**config.mk**
```make
export PLATFORM = sky130hd
export DESIGN_NAME = pipe_stage_reg
export DESIGN_NICKNAME = d
export VERILOG_FILES = /design/src/rtl/pipe_stage_reg.sv
export SDC_FILE = /design/constraint.sdc
export NUM_CORES = 1
export LEC_CHECK = 0
export ABC_CLOCK_PERIOD_IN_PS = 2950
export BUFFER_PORTS_ARGS = -buffer_cell sky130_fd_sc_hd__buf_2
export CAP_MARGIN = 15
export CORE_ASPECT_RATIO = 2
export CORE_MARGIN = 2
export CORE_UTILIZATION = 55
export DETAILED_ROUTE_END_ITERATION = 10
export GPL_TIMING_DRIVEN = 0
export HOLD_SLACK_MARGIN = 0.08
export PLACE_DENSITY_LB_ADDON = 0.12
export SETUP_SLACK_MARGIN = 0.15
export SLEW_MARGIN = 40
export SYNTH_ARGS = -nofsm -noshare
export SYNTH_HDL_FRONTEND = slang
export SYNTH_SLANG_ARGS = --single-unit
```
**constraint.sdc**
```tcl
create_clock -name clk -period 2.95 [get_ports clk]
set_clock_uncertainty 0.1 [all_clocks]
set_input_delay 0.295 -clock clk [delete_from_list [all_inputs] [get_ports clk]]
set_output_delay 0.295 -clock clk [all_outputs]
set_load 0.01 [all_outputs]
```
**src/rtl/pipe_stage_reg.sv**
```systemverilog
// ---------------------------------------------------------------------------
// pipe_stage_reg
//
// Purpose:
//   Pipeline boundary register with a valid/ready handshake. It carries a
//   datapath payload and a control payload between two pipeline stages. It
//   supports downstream stalls (out_ready low) and branch/jump kills (flush).
//   The control payload is always zero while no beat is presented, so a
//   bubble can never carry a stray write enable into the next stage.
//
//   SKID = 1 : two storage entries (main + skid). in_ready is registered, so
//              the upstream stage never sees a combinational path from
//              out_ready.
//   SKID = 0 : one storage entry. in_ready is combinational
//              (!out_valid || out_ready).
//
// Parameters:
//   DATA_W    width of the datapath payload
//   CTRL_W    width of the control payload
//   SKID      1 = two-entry skid buffer, 0 = single entry
//
// Ports:
//   clk        in   1        clock, all state changes on the rising edge
//   rst_n      in   1        synchronous active-low reset
//   in_valid   in   1        upstream beat valid
//   in_ready   out  1        stage can accept a beat
//   in_data    in   DATA_W   upstream datapath payload
//   in_ctrl    in   CTRL_W   upstream control payload
//   flush      in   1        synchronous kill of held and incoming beats
//   out_valid  out  1        beat available to downstream
//   out_ready  in   1        downstream accepts (low = stall)
//   out_data   out  DATA_W   datapath payload
//   out_ctrl   out  CTRL_W   control payload, zero whenever out_valid = 0
//   occupancy  out  2        number of held beats (0..2)
// ---------------------------------------------------------------------------
module pipe_stage_reg #(
    parameter int DATA_W = 32,
    parameter int CTRL_W = 16,
    parameter bit SKID   = 1'b1
) (
    input  logic              clk,
    input  logic              rst_n,
    input  logic              in_valid,
    output logic              in_ready,
    input  logic [DATA_W-1:0] in_data,
    input  logic [CTRL_W-1:0] in_ctrl,
    input  logic              flush,
    output logic              out_valid,
    input  logic              out_ready,
    output logic [DATA_W-1:0] out_data,
    output logic [CTRL_W-1:0] out_ctrl,
    output logic [1:0]        occupancy
);

    // Number of held beats: EMPTY holds none, ONE holds the main entry,
    // TWO holds main plus skid (reachable only when SKID = 1).
    typedef enum logic [1:0] {
        EMPTY = 2'd0,
        ONE   = 2'd1,
        TWO   = 2'd2
    } state_t;

    state_t            state;
    state_t            state_next;

    logic              out_valid_q;
    logic              in_ready_q;
    logic [1:0]        occupancy_q;
    logic [DATA_W-1:0] main_data;
    logic [CTRL_W-1:0] main_ctrl;
    logic [DATA_W-1:0] skid_data;
    logic [CTRL_W-1:0] skid_ctrl;

    logic              accept;
    logic              issue;

    // With the skid buffer the ready flag comes straight from a flop; without
    // it, a full stage can only take a new beat when the held one leaves in
    // the same cycle.
    assign in_ready = SKID ? in_ready_q : (!out_valid_q || out_ready);

    assign accept = in_valid && in_ready;
    assign issue  = out_valid_q && out_ready;

    assign out_valid = out_valid_q;
    assign out_data  = main_data;
    assign out_ctrl  = main_ctrl;
    assign occupancy = occupancy_q;

    // Next-state decode. TWO is only entered when a beat arrives while the
    // held one stalls; with SKID = 0 in_ready is low in that situation, so
    // the single-entry variant never gets there. Flush overrides everything
    // except reset, which is handled in the register block.
    always_comb begin
        state_next = state;
        case (state)
            EMPTY: begin
                if (accept) begin
                    state_next = ONE;
                end
            end
            ONE: begin
                if (accept && !issue) begin
                    state_next = TWO;
                end else if (!accept && issue) begin
                    state_next = EMPTY;
                end
            end
            TWO: begin
                if (issue) begin
                    state_next = ONE;
                end
            end
            default: begin
                state_next = EMPTY;
            end
        endcase
        if (flush) begin
            state_next = EMPTY;
        end
    end

    // State and payload registers. The main entry always drives the outputs;
    // the skid entry holds the beat that arrived while main was stalled, and
    // moves into main on the next issue, which keeps the stream in FIFO
    // order. Every path into EMPTY zeroes the control payload so a bubble
    // never carries live enables; the data payload is left as is.
    always_ff @(posedge clk) begin
        if (!rst_n) begin
            state       <= EMPTY;
            out_valid_q <= 1'b0;
            in_ready_q  <= 1'b1;
            occupancy_q <= 2'd0;
            main_data   <= '0;
            main_ctrl   <= '0;
            skid_data   <= '0;
            skid_ctrl   <= '0;
        end else begin
            state       <= state_next;
            out_valid_q <= (state_next != EMPTY);
            in_ready_q  <= (state_next != TWO);
            case (state_next)
                ONE:     occupancy_q <= 2'd1;
                TWO:     occupancy_q <= 2'd2;
                default: occupancy_q <= 2'd0;
            endcase

            if (flush) begin
                main_ctrl <= '0;
                skid_data <= '0;
                skid_ctrl <= '0;
            end else begin
                case (state)
                    EMPTY: begin
                        if (accept) begin
                            main_data <= in_data;
                            main_ctrl <= in_ctrl;
                        end
                    end
                    ONE: begin
                        if (accept && issue) begin
                            main_data <= in_data;
                            main_ctrl <= in_ctrl;
                        end else if (accept) begin
                            if (SKID) begin
                                skid_data <= in_data;
                                skid_ctrl <= in_ctrl;
                            end
                        end else if (issue) begin
                            main_ctrl <= '0;
                        end
                    end
                    TWO: begin
                        if (issue) begin
                            main_data <= skid_data;
                            main_ctrl <= skid_ctrl;
                        end
                    end
                    default: begin
                        main_ctrl <= '0;
                    end
                endcase
            end
        end
    end

endmodule

```
==> qor.yml <==
antenna_left: 0
synth-seq-cells: 102
drc: 0
hold_violations: 0
nNetsFinal: 646
rows: 45
fp.dieW_um: 65.8
period_share: 0.627
port-buffer-count: 104
hpwl_um: 6900
synth_area_leaders: "dfxtp_1, nand2_1, mux2i_1, a21oi_1, o211ai_1"
hold_class: "in -> reg"
p_leak_nw: 2.09
synthSimpleGateAreaFrac: 0.190
path_max_fanout: 10
netlist_area_um2: 4210
grt_pass1_wl_um: 15800
ctsResizeCount: 0
wl_per_cell_um: 14.0
p_total_w: 0.00281
fmax_mhz: 540
setup_viol: 0
grt_usage: 0.238
cp_data_arrival_time_ns: 2.01
status: "complete, no violations"
ys_warn_count: 0
synthFlopType: "dfxtp_1"
crit_path_start_kind: "flop"
gp_congestion: 0.861
worst_pin_slew_ns: 0.559
cts_buffers: 9
criticalPathCategory: "reg -> reg"
dieArea_um2: 8410
synth_cells: 478
clock-sinks: 102
slew_headroom: 0.627
area_growth_syn_to_layout_pct: 21.5
drive_gt1_frac: 0.233
synth_fa_ha_area_frac: 0
coreArea_um2: 7490
synth_edf_count: 0
ys_seq_area_frac: 0.485
num_vias: 3688
cts_tree: "done"
fill_cells: 657
viasPerCell: 5.34
cts_buffer_depth: 2
synth_compound_area_frac: 0.197
fin_cells: 691
peakVddDrop_mv: 0.418
postCtsSetupBuffers: 0
cellPowerDensity_nw_per_um2: 550
async_flop_share: 0
dieHeight_um: 128
antenna_found_initial: 0
synth_area_leader_cell: "dfxtp_1"
end_kind: "flop"
synth_top_family_by_area: "compound AO/OA/AOI/OAI gates"
holdWs_ns: 0.105
dp.cells: 676
antenna_cells: 0
wl_um: 9670
synth_nets: 531
clkLatencyLatePin_ns: 0.33
fin_crit_ns: 1.85
synthMuxAreaShare: 0.0761
timing.max_cap.violations: 0
drtIter0Drc: 174
synth_area_per_cell_um2: 8.80
htreeDepth: 3
pin_count: 105
required_ns: 3.11
grt_max_degree: 16
yosys.area.top_type_share: 0.485
slew_viol_final: 0
root_buffer: "clkbuf_16"
tns_ns: 0
firstDrtPassIters: 4
clk_pin_slew_ns: 0.07
start_util: 0.562
fin_util: 0.683
grt-ovfl-total: 0
grt_pass1_vias: 3367
rsz0062_at_grt: "false"
netlist-cell-type-count: 29
ctsHoldBuffers: 0
synthXorXnorAreaFrac: 0
## kinds of logic (layout without fill, tap and decap cells)
| group | after synthesis | in the layout |
|---|---|---|
| compound gates | 123 | 123 |
| flops | 102 | 102 |
| buf+inv | 41 | 160 |
| simple gates | 180 | 180 |
| mux | 32 | 32 |
## metrics by stage
| stage | instance area (µm²) | setup WS, ns |
|---|---|---|
| final | 5110 | 1.10 |
| after global routing | 5110 | 0.936 |
| after CTS | 5110 | 1.11 |
| after detailed placement | 4840 | 1.12 |
| after global placement | 4840 | 1.13 |
| after floorplan | 4210 | 1.37 |
## flip-flops by register name, indices dropped and copies added, names as in the netlist
signal and cells:
in_ready 1, occupancy 2, out_ctrl 16, out_data 32, out_valid 1, skid_ctrl 16
skid_data 32, state 2
## layout make-up
| cell class | count | area, µm² | share of cell area |
|---|---|---|---|
| clock buffers | 12 | 246 | 0.0482 |
| repair buffers | 104 | 520 | 0.102 |
| inverters | 2 | 7.51 | 0.00147 |
| multi-input cells | 335 | 1950 | 0.381 |
| clock inverters | 3 | 21.3 | 0.00416 |
| well taps | 94 | 118 | 0.0230 |
| plain buffers | 39 | 210 | 0.0411 |
| flip-flops and latches | 102 | 2040 | 0.399 |
## metal layers
layer | part of all wire | track usage | routed length [µm] | vias up
li1 | - | - | - | 1876
met1 | 0.44 | 0.309 | 4240 | 1716
met2 | 0.51 | 0.395 | 4890 | 86
met3 | 0.041 | 0.0448 | 401 | 10
met4 | 0.014 | 0.0735 | 140 | 0
met5 | 0 | 0 | 0 | -
## Yosys cell counts (all sizes together), types with 3 or more instances
library cell	count
buf	19
mux2i	32
a31oi	3
a22oi	16
dfxtp	102
a21oi	51
nand2b	35
nand3	3
clkbuf	20
o2bb2ai	16
o211ai	32
nand2	133
## where the power goes
part           switching [W]  total [W]  internal (W)
Combinational       0.000168   0.000299      0.000131
Clock               0.000480    0.00107      0.000591
Sequential         0.0000210    0.00144       0.00142
## path summary, 6_finish.rpt
kind,cells past startpoint,startpoint,slack [ns],endpoint
setup / recovery,5,in_ready,1.10,out_ctrl[11]
hold / removal,3,in_ctrl[13],0.11,skid_ctrl[13]
setup reg to reg,5,in_ready,1.10,out_ctrl[11]
hold reg to reg,2,out_data[2],0.35,out_data[2]
## cells in the final DEF (no fill, tap or decap), types with 2 or more instances in the layout
cell,instances
a21o_1,2
a21oi_1,50
a22oi_1,16
a31oi_1,2
buf_2,113
buf_4,6
buf_6,4
clkbuf_1,22
clkbuf_16,9
dfxtp_1,102
inv_1,2
mux2i_1,32
nand2_1,133
nand2b_1,35
nand3_1,3
nor2_1,2
o211ai_1,32
o2bb2ai_1,16
## critical path, stage by stage, from the launching register on
cell and delay (ns):
dfxtp_1 0.41, nand4_1 0.18, a21oi_1 0.51, buf_2 0.33
a22oi_1 0.10, o2bb2ai_1 0.16
Note: power is estimated with default switching activity, not from simulation.
